--- src/rtl/png_seq_pkg.sv ---
// Shared definitions for the PNG row sequencer: FSM encoding, channel-mask
// and saturating-increment helpers.
package png_seq_pkg;

  typedef enum logic [2:0] {
    ST_IDLE,
    ST_START,
    ST_DATA,
    ST_WAIT,
    ST_GAP
  } state_e;

  // A 3-bit channel count can name at most 7 channels.
  localparam int unsigned MASK_MAX = 8;

  // Channel counts of 0 or above chn_max select every channel.
  function automatic logic [MASK_MAX-1:0] chn_mask(input logic [2:0]  chn,
                                                   input int unsigned chn_max);
    int unsigned         n;
    logic [MASK_MAX-1:0] m;
    n = {29'd0, chn};
    if (n == 0 || n > chn_max) n = chn_max;
    m = '0;
    for (int i = 0; i < MASK_MAX; i++) begin
      if (i < int'(n)) m[i] = 1'b1;
    end
    return m;
  endfunction

  function automatic logic [31:0] sat_inc(input logic [31:0]  v,
                                          input int unsigned wd);
    logic [31:0] ones;
    ones = (wd >= 32) ? '1 : ((32'd1 << wd) - 32'd1);
    return (v >= ones) ? ones : v + 32'd1;
  endfunction

endpackage

--- src/rtl/png_row_seq_pack.sv ---
// Pixel output stage: zeroes channels beyond the configured count and
// registers the pixel toward the core.
module png_chn_pack #(
  parameter int CHN_MAX = 4,
  parameter int CHN_WD  = 8
) (
  input  logic                      clk,
  input  logic                      rst,
  input  logic [CHN_MAX-1:0]        mask_i,
  input  logic                      val_i,
  input  logic [CHN_MAX*CHN_WD-1:0] dat_i,
  output logic                      val_o,
  output logic [CHN_MAX*CHN_WD-1:0] dat_o
);

  logic [CHN_MAX*CHN_WD-1:0] masked;
  logic                      val_q;
  logic [CHN_MAX*CHN_WD-1:0] dat_q;

  // NOTE: every always_comb output gets a default first so no latch is inferred.
  always_comb begin
    masked = '0;
    for (int c = 0; c < CHN_MAX; c++) begin
      if (mask_i[c]) masked[c*CHN_WD +: CHN_WD] = dat_i[c*CHN_WD +: CHN_WD];
    end
  end

  // NOTE: sequential state uses non-blocking assignments only.
  always_ff @(posedge clk or posedge rst) begin
    if (rst) begin
      val_q <= 1'b0;
      dat_q <= '0;
    end else begin
      val_q <= val_i;
      if (val_i) dat_q <= masked;
    end
  end

  assign val_o = val_q;
  assign dat_o = dat_q;

endmodule

--- src/rtl/png_row_seq.sv ---
// Frame-level row sequencer feeding png_top: one core start per row, pixel
// streaming with channel padding, inter-row gap and row latency reporting.
module png_row_seq
  import png_seq_pkg::*;
#(
  parameter int SIZE_W_WD = 12,
  parameter int SIZE_H_WD = 12,
  parameter int CHN_MAX   = 4,
  parameter int CHN_WD    = 8,
  parameter int GAP_CYC   = 10,
  parameter int CYC_WD    = 20
) (
  input  logic                      clk,
  input  logic                      rst,
  input  logic [SIZE_W_WD-1:0]      cfg_w_i,
  input  logic [SIZE_H_WD-1:0]      cfg_h_i,
  input  logic [2:0]                cfg_chn_i,
  input  logic                      start_i,
  output logic                      busy_o,
  output logic                      done_o,
  output logic                      err_o,
  input  logic                      src_val_i,
  input  logic [CHN_MAX*CHN_WD-1:0] src_dat_i,
  output logic                      src_rdy_o,
  output logic                      core_start_o,
  output logic                      core_val_o,
  output logic [CHN_MAX*CHN_WD-1:0] core_dat_o,
  input  logic                      core_done_i,
  output logic [SIZE_H_WD-1:0]      row_idx_o,
  output logic [CYC_WD-1:0]         row_cyc_o,
  output logic                      row_cyc_val_o,
  output logic [CYC_WD-1:0]         max_cyc_o
);

  localparam int GAP_WD = $clog2(GAP_CYC + 1);
  localparam logic [GAP_WD-1:0] GAP_LAST = GAP_WD'(GAP_CYC - 1);

  state_e               state_q, state_d;
  logic [SIZE_W_WD-1:0] w_q, w_d;
  logic [SIZE_H_WD-1:0] h_q, h_d;
  logic [CHN_MAX-1:0]   mask_q, mask_d;
  logic [SIZE_W_WD-1:0] pix_q, pix_d;
  logic [GAP_WD-1:0]    gap_q, gap_d;
  logic [CYC_WD-1:0]    lat_q, lat_d;
  logic [SIZE_H_WD-1:0] row_q, row_d;
  logic [CYC_WD-1:0]    row_cyc_q, row_cyc_d;
  logic                 row_cyc_val_q, row_cyc_val_d;
  logic [CYC_WD-1:0]    max_q, max_d;
  logic                 done_q, done_d;
  logic                 err_q, err_d;

  logic [MASK_MAX-1:0]  mask_full;
  logic [CHN_MAX-1:0]   mask_cfg;
  logic [CYC_WD-1:0]    lat_inc;
  logic                 rdy;
  logic                 hs;

  assign mask_full = chn_mask(cfg_chn_i, CHN_MAX);
  assign mask_cfg  = mask_full[CHN_MAX-1:0];
  assign lat_inc   = CYC_WD'(sat_inc(32'(lat_q), CYC_WD));
  assign rdy       = (state_q == ST_DATA) && (pix_q < w_q);
  assign hs        = src_val_i && rdy;

  always_comb begin
    state_d       = state_q;
    w_d           = w_q;
    h_d           = h_q;
    mask_d        = mask_q;
    pix_d         = pix_q;
    gap_d         = gap_q;
    lat_d         = lat_q;
    row_d         = row_q;
    row_cyc_d     = row_cyc_q;
    row_cyc_val_d = 1'b0;
    max_d         = max_q;
    done_d        = 1'b0;
    err_d         = err_q;

    // A core done anywhere but WAIT is flagged and otherwise ignored.
    if (core_done_i && state_q != ST_WAIT) err_d = 1'b1;

    unique case (state_q)
      ST_IDLE: begin
        if (start_i) begin
          w_d    = cfg_w_i;
          h_d    = cfg_h_i;
          mask_d = mask_cfg;
          err_d  = 1'b0;
          max_d  = '0;
          row_d  = '0;
          if (cfg_w_i == '0 || cfg_h_i == '0) begin
            done_d = 1'b1;
          end else begin
            lat_d   = '0;
            state_d = ST_START;
          end
        end
      end
      ST_START: begin
        lat_d   = lat_inc;
        pix_d   = '0;
        state_d = ST_DATA;
      end
      ST_DATA: begin
        lat_d = lat_inc;
        if (hs) begin
          pix_d = pix_q + SIZE_W_WD'(1);
          if (pix_q == w_q - SIZE_W_WD'(1)) state_d = ST_WAIT;
        end
      end
      ST_WAIT: begin
        if (core_done_i) begin
          row_cyc_d     = lat_q;
          row_cyc_val_d = 1'b1;
          if (lat_q > max_q) max_d = lat_q;
          if (row_q == h_q - SIZE_H_WD'(1)) begin
            done_d  = 1'b1;
            state_d = ST_IDLE;
          end else begin
            gap_d   = '0;
            state_d = ST_GAP;
          end
        end else begin
          lat_d = lat_inc;
        end
      end
      ST_GAP: begin
        if (gap_q == GAP_LAST) begin
          row_d   = row_q + SIZE_H_WD'(1);
          lat_d   = '0;
          state_d = ST_START;
        end else begin
          gap_d = gap_q + GAP_WD'(1);
        end
      end
      default: state_d = ST_IDLE;
    endcase
  end

  always_ff @(posedge clk or posedge rst) begin
    if (rst) begin
      state_q       <= ST_IDLE;
      w_q           <= '0;
      h_q           <= '0;
      mask_q        <= '0;
      pix_q         <= '0;
      gap_q         <= '0;
      lat_q         <= '0;
      row_q         <= '0;
      row_cyc_q     <= '0;
      row_cyc_val_q <= 1'b0;
      max_q         <= '0;
      done_q        <= 1'b0;
      err_q         <= 1'b0;
    end else begin
      state_q       <= state_d;
      w_q           <= w_d;
      h_q           <= h_d;
      mask_q        <= mask_d;
      pix_q         <= pix_d;
      gap_q         <= gap_d;
      lat_q         <= lat_d;
      row_q         <= row_d;
      row_cyc_q     <= row_cyc_d;
      row_cyc_val_q <= row_cyc_val_d;
      max_q         <= max_d;
      done_q        <= done_d;
      err_q         <= err_d;
    end
  end

  png_chn_pack #(
    .CHN_MAX (CHN_MAX),
    .CHN_WD  (CHN_WD)
  ) u_pack (
    .clk    (clk),
    .rst    (rst),
    .mask_i (mask_q),
    .val_i  (hs),
    .dat_i  (src_dat_i),
    .val_o  (core_val_o),
    .dat_o  (core_dat_o)
  );

  assign busy_o        = (state_q != ST_IDLE);
  assign done_o        = done_q;
  assign err_o         = err_q;
  assign src_rdy_o     = rdy;
  assign core_start_o  = (state_q == ST_START);
  assign row_idx_o     = row_q;
  assign row_cyc_o     = row_cyc_q;
  assign row_cyc_val_o = row_cyc_val_q;
  assign max_cyc_o     = max_q;

endmodule

--- config.mk ---
export PLATFORM = sky130hd
export DESIGN_NAME = png_row_seq
export DESIGN_NICKNAME = d
export VERILOG_FILES = /design/src/rtl/png_seq_pkg.sv /design/src/rtl/png_row_seq_pack.sv /design/src/rtl/png_row_seq.sv
export SDC_FILE = /design/constraint.sdc
export NUM_CORES = 1
export LEC_CHECK = 0
export CAP_MARGIN = 0
export CELL_PAD_IN_SITES_DETAIL_PLACEMENT = 1
export CELL_PAD_IN_SITES_GLOBAL_PLACEMENT = 1
export CORE_ASPECT_RATIO = 0.9
export CORE_MARGIN = 8
export CORE_UTILIZATION = 36
export DETAILED_ROUTE_END_ITERATION = 12
export GPL_TIMING_DRIVEN = 0
export PLACE_DENSITY = 0.86
export SLEW_MARGIN = 20
export SYNTH_ARGS = -nofsm -noshare
export SYNTH_HDL_FRONTEND = slang
export SYNTH_SLANG_ARGS = --single-unit
--- constraint.sdc ---
create_clock -name clk -period 5 [get_ports clk]
set_input_delay 0.75 -clock clk [delete_from_list [all_inputs] [get_ports clk]]
set_output_delay 0.75 -clock clk [all_outputs]
set_load 0.01 [all_outputs]
==> Word-level counts from Yosys, hierarchy flattened <==
Index checks and enable logic that the tools add are counted.
{ "totals": {"elab_cells": 117, "regBits": 155, "output_inout_bits": 91, "inputBits": 64} }
{ "classes": {"eq_ne": 18, "add_sub_neg": 6, "n_lt_le_gt_ge": 8, "mux": 46, "reduce_logical": 24} }
{ "ops": {"columns": ["cell", "count"], "rows": [
  ["2-to-1 mux 20 bit", 8],
  ["one-hot mux 20 bit (4 select lines)", 1],
  ["less-than comparator 3 x 32 -> 1 bit, first input constant", 2],
  ["one-hot mux 12 bit (2 select lines)", 2],
  ["one-hot mux 20 bit (2 select lines)", 1],
  ["2-to-1 mux 12 bit", 3],
  ["less-than comparator 1 x 32 -> 1 bit, first input constant", 1],
  ["less-than comparator 2 x 32 -> 1 bit, first input constant", 1],
  ["2-to-1 mux 8 bit", 4],
  ["adder 12 x 1 -> 12 bit, second input constant", 2],
  ["== test 12 bit", 2],
  ["zero test 12 bit", 2],
  ["2-to-1 mux 3 bit", 8],
  ["subtractor 12 x 1 -> 12 bit, second input constant", 2],
  ["adder 20 x 1 -> 20 bit, second input constant", 1],
  ["greater-or-equal comparator 20 bit, second input constant", 1],
  ["> comparator 20 bit", 1],
  ["inequality test 2 bit, second input constant", 8],
  ["one-hot mux 3 bit (5 select lines)", 1],
  ["2-to-1 mux 1 bit", 13],
  ["less-than comparator 12 bit", 1],
  ["2-to-1 mux 4 bit", 3],
  ["one-hot mux 4 bit (2 select lines)", 1],
  ["AND reduction 4 bit", 2],
  ["other kinds (20)", 31]
]} }

==> Longest topological paths before layout <==
{ "logic_depth": {"ltp_word": 5, "mapped_depth": 10, "ltp_nobuf": 8} }

==> Modules after synthesis <==
Synthesis repeated with hierarchy kept, for this count alone.
{ "unflattened": {"cells_unflattened": 855, "area_unflattened_um2": 8358.0} }
{ "by_module_without_submodules": {"columns": ["module", "cells_per_inst", "seq_area_each_um2", "n_inst", "area_per_inst_um2"], "rows": [
  ["png_row_seq", 777, 3052.9, 1, 7144.4],
  ["png_chn_pack", 78, 825.8, 1, 1213.7]
]} }

==> Least setup slack after synthesis <==
No wires, ideal clock.
{ "synth_path": {"path_kind": "reg2reg", "from": "reg h_q[0]", "to": "reg gap_q[0]", "setup_slack_ns": 2.561, "synth_period_minus_slack_ns": 2.439, "t_arrival_ns": 2.305, "n_path_buf": 0, "t_required_ns": 4.866, "path_stages_with_launch": 9, "setup_time_ns": 0.134, "cell_sequence": "dfrtp_1 > inv_1 > ha_1 > or3b_2 > or2_2 > xor2_1 > a211o_2 > a41oi_2 > o21ai_0"} }
{ "synth_via": {"elab_chain_len": 4} }
{ "synth_rtl": {"columns": ["item", "line_no", "text"], "rows": [
  ["start: declaration", "png_row_seq.sv:40", "logic [SIZE_H_WD-1:0] h_q, h_d;"],
  ["start signal: assignment", "png_row_seq.sv:144", "h_q <= '0;"],
  ["start signal: assignment", "png_row_seq.sv:158", "h_q <= h_d;"],
  ["subtractor 12 x 1 -> 12 bit", "png_row_seq.sv:116", "if (row_q == h_q - SIZE_H_WD'(1)) begin"],
  ["== test 12 bit", "png_row_seq.sv:116", null],
  ["inequality test 2 bit (no line)", null, null],
  ["AND reduction 4 bit (no line)", null, null],
  ["end signal: assignment", "png_row_seq.sv:161", "gap_q <= gap_d;"],
  ["end: declaration", "png_row_seq.sv:43", "logic [GAP_WD-1:0] gap_q, gap_d;"]
]} }
Every way passes these cells.
A chain may end at the register's enable or synchronous reset.

==> Worst setup path after layout <==
{ "layout_path": {"from": "reg state_q[0]", "to": "out core_start_o"} }
{ "layout_via": {"elab_chain_len": 1} }
{ "layout_rtl": {"columns": ["item", "line_no", "text"], "rows": [
  ["start: declaration", "png_row_seq.sv:38", "state_e state_q, state_d;"],
  ["start signal: assignment", "png_row_seq.sv:156", "state_q <= state_d;"],
  ["== test 3 x 1 -> 1 bit", "png_row_seq.sv:189", "assign core_start_o = (state_q == ST_START);"],
  ["end: declaration", "png_row_seq.sv:25", "output logic core_start_o,"]
]} }
Every way passes these cells.

==> summary.txt <==
Floorplanning
  – Core Rows: 53
  – Initial Util: a little over a third
  – Chip Width: 177 µm
  – Die H: between 150 and 200 µm
  – I/O pin cnt: between 150 and 200
  – Core area: 0.0232 mm²
  – DIE AREA: roughly 0.029 mm²

Synth
  – Share of the synthesized area in the top cell type: between 40% and 50%
  – Distinct cells, synth: 67
  – Async set-reset flop share out of synthesis: 100%
  – Mapped Cells: ~940
  – Synthesized flop and latch total: around 160
  – Post-synth EDFFs: 0
  – Yosys warns: 0
  – Mean Syn Cell Area: about 9 µm²
  – Mapped Area: around 0.0084 mm²
  – Sequential area share after synthesis: between 40% and 50%
  – Syn nets: between 1k and 1.5k
  – Area leader, netlist: dfrtp_1
  – Most frequent cell after synthesis: nand2_1
  – Commonest cells post-synth: 177 x nand2_1, 155 x dfrtp_1, 103 x o21ai_0, 69 x inv_1
  – Most area-consuming cells after synthesis: dfrtp_1 46%, nand2_1 7.9%, o21ai_0 6.1%
  – Top_reg_cell synth: dfrtp_1

CTS
  – Clock root buffer: clkbuf_16
  – Resize count post-CTS: 0
  – Number of hold buffers added after cts: 0
  – CTS tree: yes
  – Later-pin clock latency in the skew report: about 440 ps
  – Reg clk slew, reported paths: about 70 ps
  – H-tree Lvls: 4
  – Num CTS Buffers: 17
  – Post-CTS setup buffers: 0
  – Deepest clock path buffer count: 2
  – CTS Sinks: 155

Finish
  – Final nets: 1215
  – Ratio of cells with drive above 1 in the final layout: under 10%
  – Inserted Diodes: 0
  – Syn-to-layout area delta: 30.4%
  – Post-Layout Cell Count: ~1.4k
  – Register area: slightly below 0.004 mm²
  – Multi-input gate area: roughly 0.0041 mm²
  – FILL cells: approximately 2.7k

Global routing
  – Largest net degree at the start of global routing: 96
  – Initial antenna violation count: 1
  – Vias in the first global route: roughly 8.3k
  – Met2 usage: 31.0%
  – Total GRT Usage: 19.3%
  – First-pass GRT wire length: about 44 mm
  – GRT Max-Usage Layer: met2
  – Overflow after GRT: 0
  – GR Util met3: around 6.4%
  – M1 GR Usage: around a quarter

Routing
  – Residual DRC: 0
  – DRT iter0 DRCs: 309
  – DRT Wirelength: approximately 27 mm
  – TritonRoute pass-1 iters: 4
  – WL/cell: 18.9 µm
  – Vias per inst: between 5 and 6
  – Detailed-route via count: around 7.6k
  – Post-route antenna net violation count: 0

Critical path
  – CP Max Fanout: 10
  – Setup crit end kind: output pin
  – Register-to-register setup slack: between 2000 and 2500 ps
  – Worst setup path end: core_start_o
  – Startpoint class of the critical path: register
  – R2R Path End: pix_q[5]$_DFFE_PP0P_
  – R2R Path Start: pix_q[11]$_DFFE_PP0P_
  – FF-to-FF path depth: 9
  – CP arrival: 2920 ps
  – CP startpoint: state_q[0]$_DFFE_PP0P_
  – Setup CP Type: reg2out
  – CP required: between 4000 and 5000 ps

Timing
  – RSZ-0062 raised after global routing: no
  – Clock skew: 16.1 ps
  – PnR worst setup slack: about 1300 ps
  – Slew Limit Fails: 0
  – Setup-failing EPs final: 0
  – Fin crit period: roughly 3700 ps
  – Peak Freq: 272 MHz
  – Rel. slew slack: a little under a third
  – Worst-margin pin slew: roughly 1000 ps
  – Final period utilization: between 70% and 80%
  – Final hold violations: 0

Place
  – Placed insts: approximately 1.4k
  – Hpwl dp: 20.2 mm
  – Gp weighted congestion: about 0.85
  – Port Buffers: 154
  – Place WS: between 1500 and 2000 ps

Min path
  – Hold WC Path Type: reg2reg
  – Worst Hold Depth: 2

Flow run
  – Maxcap violations: 0

Pwr
  – Pwr dens: 504 mW/mm²
  – VDD IR max: approximately 0.00026 V
  – Lkg Pwr: about 4.8 nW

Run status
  – Status: finished clean
-- critical path, stage by stage, from the launching register on --
cell and delay, ps:
dfrtp_1 360, clkbuf_1 360, nor3b_1 660, clkbuf_1 440, clkdlybuf4s50_1 670
-- metal layers --
metal / wire [µm] / up-vias / share of wire (%)
met5: 13 / - / 0.048
met4: 524 / 2 / 1.9
met3: 1960 / 42 / 7.3
met2: 12700 / 203 / 47
met1: 11700 / 3743 / 44
li1: - / 3622 / -
-- per-stage QoR --
| step | hold WS, ps | util (%) | power [mW] | instance area, µm² | setup TNS, ps |
|---|---|---|---|---|---|
| 5_1_grt | 493 | 47.3 | 5.95 | 11000 | 0 |
| 6_report | 479 | 47.3 | 5.54 | 11000 | 0 |
| 2_1_floorplan | 488 | - | 3.22 | 8430 | 0 |
| 3_3_place_gp | 460 | 44.6 | 4.06 | 10300 | -350040 |
| 4_1_cts | 486 | 47.3 | 5.60 | 11000 | 0 |
| 3_5_place_dp | 469 | 44.7 | 4.19 | 10400 | 0 |
-- report_power, final --
group	internal (mW)	leakage, nW	switching (mW)
logic	0.964	2.48	1.37
registers	1.56	2.06	0.274
clock network	0.757	0.295	0.610
-- cells by family after synthesis --
group                    count (synthesis)  share of synthesized area [%]
buffers and inverters                  114                           5.24
adder cells (fa/ha/maj)                 40                           5.94
AO/OA/AOI/OAI                          217                           15.6
flip-flops                             155                           46.0
XOR/XNOR                                38                           3.95
multiplexers                            25                           2.98
AND/OR/NAND/NOR                        348                           20.3
-- layout by cell type, fill, tap and decap left out, drive strengths merged, types with 27 or more instances in the layout --
master         synthesis  layout
a21oi                 40      40
clkbuf                36      53
clkdlybuf4s50          0     154
dfrtp                155     155
ha                    40      40
inv                   69      77
nand2                177     177
nand3                 27      27
nor2                  36      36
o21ai                104     104
-- area by class of cell --
cell class,instances,area share (%)
plain buffers,45,1.66
clock buffers,17,3.87
clock inverters,15,1.64
inverters,69,2.43
multi-input cells,668,37.4
flip-flops and latches,155,35.3
well taps,302,3.44
repair buffers,155,14.3
-- registers in the layout, summed over array words and instances, names as in the netlist --
name / count
row_cyc_val_o: 1
max_cyc_o: 20
gap_q: 4
u_pack.dat_o: 32
err_o: 1
u_pack.val_o: 1
done_o: 1
mask_q: 4
row_idx_o: 12
h_q: 12
pix_q: 12
w_q: 12
row_cyc_o: 20
state_q: 3
lat_q: 20
-- worst min path at each step --
stage / startpoint / end / slack (ps)
after CTS: u_pack.dat_o[21]$_DFFE_PP0P_ / u_pack.dat_o[21]$_DFFE_PP0P_ / 490
after global placement: u_pack.dat_o[18]$_DFFE_PP0P_ / u_pack.dat_o[18]$_DFFE_PP0P_ / 460
after floorplan: h_q[10]$_DFFE_PP0P_ / h_q[10]$_DFFE_PP0P_ / 490
after detailed placement: u_pack.dat_o[21]$_DFFE_PP0P_ / u_pack.dat_o[21]$_DFFE_PP0P_ / 470
after global routing: u_pack.dat_o[26]$_DFFE_PP0P_ / u_pack.dat_o[26]$_DFFE_PP0P_ / 490
final: u_pack.dat_o[21]$_DFFE_PP0P_ / u_pack.dat_o[21]$_DFFE_PP0P_ / 480
(Power assumes the default switching activity.)
